$ cat config.mk
export PLATFORM = sky130hd
export DESIGN_NAME = audio_dac_dig_ctrl
export DESIGN_NICKNAME = d
export VERILOG_FILES = /design/src/rtl/audio_dac_pkg.sv /design/src/rtl/audio_dac_clk_en_gen.sv /design/src/rtl/audio_dac_dig_ctrl.sv
export SDC_FILE = /design/constraint.sdc
export NUM_CORES = 1
export LEC_CHECK = 0
export ABC_AREA = 1
export CORE_ASPECT_RATIO = 1.5
export CORE_MARGIN = 2
export CORE_UTILIZATION = 55
export CTS_CLUSTER_SIZE = 14
export DETAILED_ROUTE_END_ITERATION = 8
export MAX_ROUTING_LAYER = met4
export PLACE_DENSITY = 0.77
export SLEW_MARGIN = 25
export SYNTH_ARGS = -nofsm -noshare
export SYNTH_HDL_FRONTEND = slang
export SYNTH_SLANG_ARGS = --single-unit
$ cat constraint.sdc
create_clock -name clock -period 15.7 [get_ports clock]
set_clock_uncertainty 0.2 [all_clocks]
set_input_delay 1.57 -clock clock [delete_from_list [all_inputs] [get_ports clock]]
set_output_delay 1.57 -clock clock [all_outputs]
set_load 0.05 [all_outputs]
$ cat src/rtl/audio_dac_pkg.sv
// Shared types and default sizing for the audio DAC digital controller.
package audio_dac_pkg;

  typedef enum logic [1:0] {
    UNMUTED   = 2'd0,
    RAMP_DOWN = 2'd1,
    MUTED     = 2'd2,
    RAMP_UP   = 2'd3
  } mute_state_t;

  localparam int DEF_NCH      = 2;
  localparam int DEF_DW       = 24;
  localparam int DEF_GW       = 8;
  localparam int DEF_DIV_BITS = 10;

endpackage

$ cat src/rtl/audio_dac_clk_en_gen.sv
// Free-running divider producing single-cycle enables at /8 .. /2^DIV_BITS,
// plus half-period-offset companions.
module audio_dac_clk_en_gen #(
  parameter  int DIV_BITS = 10,
  localparam int NEN      = DIV_BITS - 2
) (
  input  logic                clock,
  input  logic                rstn,
  output logic [DIV_BITS-1:0] div_cnt,
  output logic [NEN-1:0]      clk_en,
  output logic [NEN-1:0]      clk_en_neg
);

  always_ff @(posedge clock or negedge rstn) begin
    if (!rstn) div_cnt <= '0;
    else       div_cnt <= div_cnt + 1'b1;
  end

  // Decoded straight from the count so both strobes read 0 while in reset.
  for (genvar k = 0; k < NEN; k++) begin : g_en
    assign clk_en[k]     = &div_cnt[k+2:0];
    assign clk_en_neg[k] = ~div_cnt[k+2] & (&div_cnt[k+1:0]);
  end

endmodule

$ cat src/rtl/audio_dac_dig_ctrl.sv
// Audio DAC digital controller: frame pacing, one-frame input buffer,
// click-free soft-mute gain ramp and DEM bypass select synchronisation.
//
// state     | meaning
// UNMUTED   | gain held at unity
// RAMP_DOWN | gain steps -1 per frame towards 0
// MUTED     | gain held at 0, muted asserted
// RAMP_UP   | gain steps +1 per frame towards unity
module audio_dac_dig_ctrl
  import audio_dac_pkg::*;
#(
  parameter  int NCH      = DEF_NCH,
  parameter  int DW       = DEF_DW,
  parameter  int DIV_BITS = DEF_DIV_BITS,
  parameter  int GW       = DEF_GW,
  localparam int NEN      = DIV_BITS - 2
) (
  input  logic                clock,
  input  logic                rstn,
  input  logic [NCH*DW-1:0]   in_data,
  input  logic                in_valid,
  output logic                in_ready,
  input  logic                mute_req,
  input  logic                ISI_SEL,
  input  logic                MIS_SEL,
  output logic [NEN-1:0]      clk_en,
  output logic [NEN-1:0]      clk_en_neg,
  output logic [DIV_BITS-1:0] div_cnt,
  output logic [NCH*DW-1:0]   data_out,
  output logic                out_strobe,
  output logic                isi_sel_s,
  output logic                mis_sel_s,
  output logic                muted,
  output logic                underrun,
  output logic [7:0]          underrun_cnt
);

  localparam logic [GW:0] UNITY    = {1'b1, {GW{1'b0}}};
  localparam logic [GW:0] GAIN_ONE = {{GW{1'b0}}, 1'b1};

  logic              fs;
  logic              fs_d;
  logic              rdy_en;
  logic              buf_full;
  logic [NCH*DW-1:0] buf_data;
  logic [NCH*DW-1:0] work;
  logic [NCH*DW-1:0] scaled;
  logic [GW:0]       gain;
  mute_state_t       state;
  logic              isi_m, isi_q, mis_m, mis_q;

  audio_dac_clk_en_gen #(.DIV_BITS(DIV_BITS)) u_clk_en_gen (
    .clock      (clock),
    .rstn       (rstn),
    .div_cnt    (div_cnt),
    .clk_en     (clk_en),
    .clk_en_neg (clk_en_neg)
  );

  assign fs       = clk_en[NEN-1];
  assign in_ready = rdy_en & ~buf_full;

  // in_ready is held low for the first cycle after reset release.
  always_ff @(posedge clock or negedge rstn) begin
    if (!rstn) begin
      rdy_en       <= 1'b0;
      buf_full     <= 1'b0;
      buf_data     <= '0;
      work         <= '0;
      underrun     <= 1'b0;
      underrun_cnt <= '0;
    end else begin
      rdy_en <= 1'b1;
      if (fs && buf_full) begin
        work     <= buf_data;
        buf_full <= 1'b0;
      end else if (in_valid && in_ready) begin
        buf_data <= in_data;
        buf_full <= 1'b1;
      end
      if (fs && !buf_full) begin
        underrun <= 1'b1;
        if (underrun_cnt != 8'hFF) underrun_cnt <= underrun_cnt + 1'b1;
      end
    end
  end

  always_ff @(posedge clock or negedge rstn) begin
    if (!rstn) begin
      state <= MUTED;
      gain  <= '0;
      muted <= 1'b1;
    end else begin
      case (state)
        UNMUTED: if (mute_req) state <= RAMP_DOWN;
        RAMP_DOWN: begin
          if (!mute_req) begin
            state <= RAMP_UP;
          end else if (fs) begin
            gain <= gain - 1'b1;
            if (gain == GAIN_ONE) begin
              state <= MUTED;
              muted <= 1'b1;
            end
          end
        end
        MUTED: begin
          if (!mute_req) begin
            state <= RAMP_UP;
            muted <= 1'b0;
          end
        end
        RAMP_UP: begin
          if (mute_req) begin
            // A ramp that has not yet left zero falls straight back to MUTED.
            if (gain == '0) begin
              state <= MUTED;
              muted <= 1'b1;
            end else begin
              state <= RAMP_DOWN;
            end
          end else if (fs) begin
            gain <= gain + 1'b1;
            if (gain == UNITY - 1'b1) state <= UNMUTED;
          end
        end
        default: begin
          state <= MUTED;
          gain  <= '0;
          muted <= 1'b1;
        end
      endcase
    end
  end

  for (genvar ch = 0; ch < NCH; ch++) begin : g_scale
    logic signed [DW+GW:0] prod;
    assign prod = $signed({{(GW+1){work[ch*DW+DW-1]}}, work[ch*DW +: DW]})
                * $signed({{DW{1'b0}}, gain});
    assign scaled[ch*DW +: DW] = DW'(prod >>> GW);
  end

  always_ff @(posedge clock or negedge rstn) begin
    if (!rstn) begin
      fs_d       <= 1'b0;
      out_strobe <= 1'b0;
      data_out   <= '0;
    end else begin
      fs_d       <= fs;
      out_strobe <= fs_d;
      if (fs_d) data_out <= scaled;
    end
  end

  always_ff @(posedge clock or negedge rstn) begin
    if (!rstn) begin
      isi_m     <= 1'b0;
      isi_q     <= 1'b0;
      mis_m     <= 1'b0;
      mis_q     <= 1'b0;
      isi_sel_s <= 1'b0;
      mis_sel_s <= 1'b0;
    end else begin
      isi_m <= ISI_SEL;
      isi_q <= isi_m;
      mis_m <= MIS_SEL;
      mis_q <= mis_m;
      if (fs) begin
        isi_sel_s <= isi_q;
        mis_sel_s <= mis_q;
      end
    end
  end

endmodule

==> metrics.txt, run 1 <==
DP Wirelength 45100 um; total gr overflow 0; worst-path cell chain buf_4 > nand2_1 > fa_1 > inv_1 > fa_1 > inv_1 > fa_1 > inv_1 > fa_1 > inv_1 > fa_1 > inv_1 > ha_1 > a21oi_1 > o21ai_0 > a21oi_1 > nand2_1 > or2_2 > nand3_1 > nand2_1; max_slew headroom 0.343; WL/cell 15.7 um; Pins Over Slew Limit 0; die height 256 um; Initial Utilization 0.554; Hold Path Class reg2reg; post-cts sizing count 0; post-route clock period utilization 0.396; root buffer cell clkbuf_16; Gate power share 0.110; outcome completed; cts bufs inserted 17; TNS Setup 0 ps; Synth Net Count 3575; RSZ-0062 raised after global routing false; DRC 0; Ant. Diodes 0; Hold Vio Cnt, Final 0; Power Total 1.13 mW; CP peak stage delay 950 ps; register-to-register setup slack 9480 ps; Post-Syn Instances 3037; Post-Syn Area 23200 um^2; Setup Fix Bufs, Post-CTS 0; Initial DRC Count 1329; fin nets 3622; hold_ws 157 ps; Yosys cell types 44; die extent in x 172 um; Post-DP Area 24900 um^2; leading cell type in the layout, fill and taps excluded nand2_1; core area 41900 um^2; FMAX 161 MHz; sequential share of the synthesized area 0.199; Crit. End Element flip-flop; Clock power frac 0.395; max_cap viols 0; row cnt 92; TritonCTS clock tree built; Switch Pwr 320 uW; Mean Syn Cell Area 7.65 um^2; Internal 814 uW; Leak 15.5 nW; required time worst endpoint 15850 ps; largest net degree at the start of global routing 74; Max VDD drop 0.0724 mV; Crit Reg-Reg Endpoint data_out[31]$_DFFE_PN0P_; worst skew pair latency 460 ps; slowest CP cell dfrtp_1; placer congestion estimate 0.956; IO buf count 141; Total Routing Usage GR 0.284; via count 18946; Worst Setup EP data_out[31]$_DFFE_PN0P_; H-tree Lvls 4; FF+latch count, synth 185; cells on worst reg2reg path 20; initial antenna violation count 1; Reg power frac 0.495; arrival time at the worst endpoint 6370 ps; Ports 142; Final setup viols 0; Synth Warn # 0; CP startpoint gain[1]$_DFFE_PN0P_; crit path time final 6220 ps; Worst Hold Depth 0; PwrDens 44.4 nW/um^2; drt first pass iters 5; Clock Sink Count 185; Final ANT Viol Nets 0; Switching Share 0.282; worst-margin pin slew 986 ps; Via-to-Cell Ratio 5.18; vias in the first global route 20218; Core Util, Final 0.609; Die Area 43900 um^2; layout cell share with drive strength beyond 1 0.0300; crit-path max FO 29; area grow syn2layout 9.91%; most frequent cells in the layout 966 x nand2_1, 740 x inv_1, 340 x fa_1; CTS Hold Buffers Added 0; final WL 57500 um; Worst Setup Start Kind flip-flop; Worst-path clk slew 80 ps; critical path class reg2reg; Finished Cell Area 25500 um^2; Reg2Reg Launch Point gain[1]$_DFFE_PN0P_; first-pass GRT wire length 97300 um; Max Root-Sink Buffers 2
==> state kept, by name, summed over array words and instances, names as in the netlist, 2 cells and up <==
name and cells:
buf_data 48, data_out 48, gain 9, state 2, u_clk_en_gen.div_cnt 10, underrun_cnt 8, work 48
==> cells by family after synthesis <==
family / after synthesis / synth area share
buf+inv: 870 / 0.142
other cells: 1 / 0.000161
compound gates: 186 / 0.0416
xor+xnor: 45 / 0.0170
simple gates: 1235 / 0.212
fa+ha+maj: 484 / 0.371
mux: 31 / 0.0171
flops: 185 / 0.199
==> Yosys cell counts, drive strengths merged <==
library cell  count  share of area
nand3            95          0.021
clkbuf           67          0.011
nand3b            9         0.0029
dfrtp           183           0.20
o32ai             2        0.00075
o21a              1        0.00032
ha              144          0.078
nor4              6         0.0016
nand2b            2        0.00054
nand4            10         0.0027
xnor2            23         0.0087
nor3             18         0.0039
fa              340           0.29
or2               5         0.0013
xor2             22         0.0083
nor3b             1        0.00032
and2              2        0.00054
mux2             31          0.017
a21oi            77          0.017
a31oi             3        0.00081
nand2           969           0.16
inv             741           0.12
nor2            118          0.020
o211ai            1        0.00032
o21bai            3        0.00097
buf              60          0.011
o21ai            94          0.020
o31ai             2        0.00065
clkinv            2        0.00038
conb              1        0.00016
dfstp             2         0.0023
a21o              3        0.00097
==> metal layers <==
layer / GRT usage / share of wire / routed length, um
met5: - / 0 / 0
met4: 0.0992 / 0.030 / 1740
met3: 0.0387 / 0.066 / 3800
met2: 0.460 / 0.48 / 27800
met1: 0.368 / 0.42 / 24100
==> per-stage QoR <==
step,setup WS [ps],cells
6_report,9480,3661
5_1_grt,9070,3661
4_1_cts,9520,3661
3_5_place_dp,9530,3629
3_3_place_gp,9650,3629
2_1_floorplan,10280,3037
==> worst min path at each step <==
stage,from,to,slack [ps]
6_report,mis_m$_DFF_PN0_,mis_q$_DFF_PN0_,160
5_1_grt,isi_m$_DFF_PN0_,isi_q$_DFF_PN0_,170
4_1_cts,isi_m$_DFF_PN0_,isi_q$_DFF_PN0_,150
3_5_place_dp,isi_m$_DFF_PN0_,isi_q$_DFF_PN0_,140
3_3_place_gp,mis_m$_DFF_PN0_,mis_q$_DFF_PN0_,130
2_1_floorplan,isi_m$_DFF_PN0_,isi_q$_DFF_PN0_,130
==> power by group through the flow <==
stage          Sequential [mW]  Combinational, mW  Clock [mW]
6_report                 0.561              0.125       0.447
2_1_floorplan            0.567             0.0753           0
5_1_grt                  0.568              0.146       0.472
3_3_place_gp             0.567              0.118           0
3_5_place_dp             0.571              0.125           0
4_1_cts                  0.561              0.126       0.454
==> worst max-delay path, delay by kind of cell (launching register included) <==
kind	cells	cell delay, ps
adder cells (fa/ha/maj)	6	2870
flip-flops	1	950
AND/OR/NAND/NOR	5	750
buffers and inverters	6	730
AO/OA/AOI/OAI	3	600
==> area by class of cell <==
cell class	instances	area [um^2]
clock buffers	20	457
clock inverters	12	130
fillers	3738	16400
inverters	743	2790
multi-input cells	1982	15300
flip-flops and latches	185	4630
well taps	564	706
repair buffers	155	1520
Note: power is estimated with default switching activity, not from simulation.
==> run 2, diff against run 1 <==
- PLACE_DENSITY: 0.77 -> 0.8
- clock period: 15.7 -> 5.5 ns (I/O delays scaled with it)
==> run 2 against run 1 <==
  * Combinational power grew to 2.9 times the previous value
  * Routed wire length grew 1.9%
  * Critical path type unchanged
  * Largest cell class unchanged
  * Count of clock-buffer cells in the layout decreased by 2
  * Register-to-register slack got worse by 9300 ps
==> metrics.txt, run 2 (same netlist as run 1, synthesis figures left out) <==
Leak 15.7 nW (+1.2%); first-pass GRT wire length 97500 um (+0.25%); CP startpoint gain[1]$_DFFE_PN0P_; worst skew pair latency 460 ps (about the same); Final ANT Viol Nets 0 (unchanged); row cnt 92 (unchanged); Final WS setup 181 ps (-9300 ps); Hold Vio Cnt, Final 0 (unchanged); arrival time at the worst endpoint 5470 ps (-900 ps); IO buf count 141 (unchanged); worst hold start mis_m$_DFF_PN0_; Pins Over Slew Limit 0 (unchanged); final WL 58500 um (+1.9%); crit-path most repeated cell inv_1; Largest delay share family, worst path adder cells; fin nets 3653 (+0.86%); initial antenna violation count 0 (-1); core area 41900 um^2 (unchanged); vias in the first global route 20070 (-0.73%); PwrDens 125 nW/um^2 (+180%); crit-path max FO 21 (-28%); Max VDD drop 0.192 mV (+160%); FMAX 188 MHz (+17%); worst-margin pin slew 825 ps (-161 ps); largest registers buf_data (48), data_out (48), work (48); via count 18908 (-0.20%); Crit. End Element flip-flop; leading cell type in the layout, fill and taps excluded nand2_1; Initial Utilization 0.554 (unchanged); root buffer cell clkbuf_16; crit path time final 5320 ps (-903 ps); max_slew headroom 0.450 (+0.107); Die Area 43900 um^2 (unchanged); outcome completed; worst-path cell chain buf_12 > nand2_2 > fa_2 > inv_1 > fa_1 > inv_1 > fa_1 > inv_1 > fa_1 > inv_1 > fa_1 > inv_1 > ha_1 > nand2_1 > inv_1 > nand2_1 > o21ai_0 > nor2_1 > o21ai_0 > a21oi_1 > nand3b_1 > nand3_1 > nand2_1; Via-to-Cell Ratio 5.12 (-1.0%); area grow syn2layout 12.3%; placer congestion estimate 0.919 (-3.8%); drt first pass iters 8 (+3); TritonCTS clock tree built; total gr overflow 0 (unchanged); Clock Sink Count 185 (unchanged); DRC 0 (unchanged); required time worst endpoint 5650 ps (-10200 ps); CP peak stage delay 640 ps (-310 ps); RSZ-0062 raised after global routing true; cts bufs inserted 17 (unchanged); Max Root-Sink Buffers 2 (unchanged); Core Util, Final 0.622 (+0.0131); Total Routing Usage GR 0.286 (+0.00176); TNS Setup 0 ps (unchanged); most frequent cells in the layout 960 x nand2_1, 740 x inv_1, 339 x fa_1; Hold Path Class reg2reg; max_cap viols 0 (unchanged); H-tree Lvls 4 (unchanged); Place WS 31.1 ps (-9500 ps); critical path class reg2reg; die height 256 um (unchanged); Worst Setup Start Kind flip-flop; Reg2Reg Launch Point gain[1]$_DFFE_PN0P_; Ant. Diodes 0 (unchanged); Worst-path clk slew 70 ps (about the same); Final setup viols 0 (unchanged); slowest CP cell fa_2; die extent in x 172 um (unchanged); largest net degree at the start of global routing 128 (+73%); layout cell share with drive strength beyond 1 0.0531 (+0.0231); WL/cell 15.9 um (+1.1%); CP Buf/Inv Count 7 (+1); post-route clock period utilization 0.967 (+0.571); Initial DRC Count 1280 (-3.7%); Ports 142 (unchanged); DP Wirelength 45100 um (-0.11%)
[run 2: changes by cell type in the layout (fill, tap and decap cells not counted), sizes merged]
cell / change
buf: +27
clkbuf: +1
dlygate4sd3: +1
inv: +1
[run 2: worst register-to-register path, stage by stage, from the launching register on]
cell and delay (ps):
dfrtp_2 410, buf_12 200, nand2_2 120, fa_2 640
inv_1 110, fa_1 490, inv_1 50, fa_1 530
inv_1 50, fa_1 530, inv_1 70, fa_1 510
inv_1 40, ha_1 320, nand2_1 110, inv_1 40
nand2_1 60, o21ai_0 70, nor2_1 130, o21ai_0 100
a21oi_1 170, nand3b_1 100, nand3_1 80, nand2_1 50
[run 2: what timing repair did]
item                                    in CTS  in global routing
endpoints found under the setup margin       0                 36
endpoints found under the hold margin       58                  0
buffers inserted                             0                  3
hold buffers                                 1                  0
resized for setup                            0                 55
[run 2: final cells by class]
| class | count | area (um^2) |
|---|---|---|
| Clock buffer | 18 | 429 |
| Clock inverter | 13 | 155 |
| Fill cell | 3703 | 15800 |
| Inverter | 743 | 2790 |
| Multi-Input combinational cell | 1982 | 15400 |
| Sequential cell | 185 | 4650 |
| Tap cell | 564 | 706 |
| Timing Repair Buffer | 186 | 1940 |
[run 2: final timing paths]
| check | to | slack [ps] | depth (start not counted) |
|---|---|---|---|
| max | data_out[22]$_DFFE_PN0P_ | 180 | 23 |
| min | mis_q$_DFF_PN0_ | 150 | 0 |
| max reg2reg | data_out[22]$_DFFE_PN0P_ | 180 | 23 |
| min reg2reg | mis_q$_DFF_PN0_ | 150 | 0 |
| max in group asynchronous | work[38]$_DFFE_PN0P_ | 3580 | 3 |
| min in group asynchronous | buf_data[0]$_DFFE_PN0P_ | 400 | 2 |
[run 2: per-stage QoR]
| stage | hold slack, ps | power, mW | cells | cell area [um^2] |
|---|---|---|---|---|
| final | 150 | 3.25 | 3691 | 26100 |
| after global routing | 163 | 3.40 | 3691 | 26100 |
| after CTS | 153 | 3.28 | 3685 | 25800 |
| after detailed placement | 136 | 1.99 | 3653 | 25200 |
| after global placement | 133 | 1.97 | 3653 | 25200 |
| after floorplan | 54.4 | 1.83 | 3037 | 23200 |
[run 2: power by group]
| part | leakage (nW) | internal (mW) | switching [mW] |
|---|---|---|---|
| logic | 13.0 | 0.138 | 0.228 |
| registers | 2.43 | 1.52 | 0.0887 |
| clock network | 0.279 | 0.645 | 0.628 |
| total | 15.7 | 2.30 | 0.944 |
[run 2: routing by layer]
layer,routed length (um),part of all wire,vias up,GRT usage
li1,-,-,9002,-
met1,24400,0.42,9094,0.371
met2,28900,0.49,693,0.475
met3,3660,0.063,119,0.0319
met4,1610,0.028,0,0.0824
met5,0,0,-,-
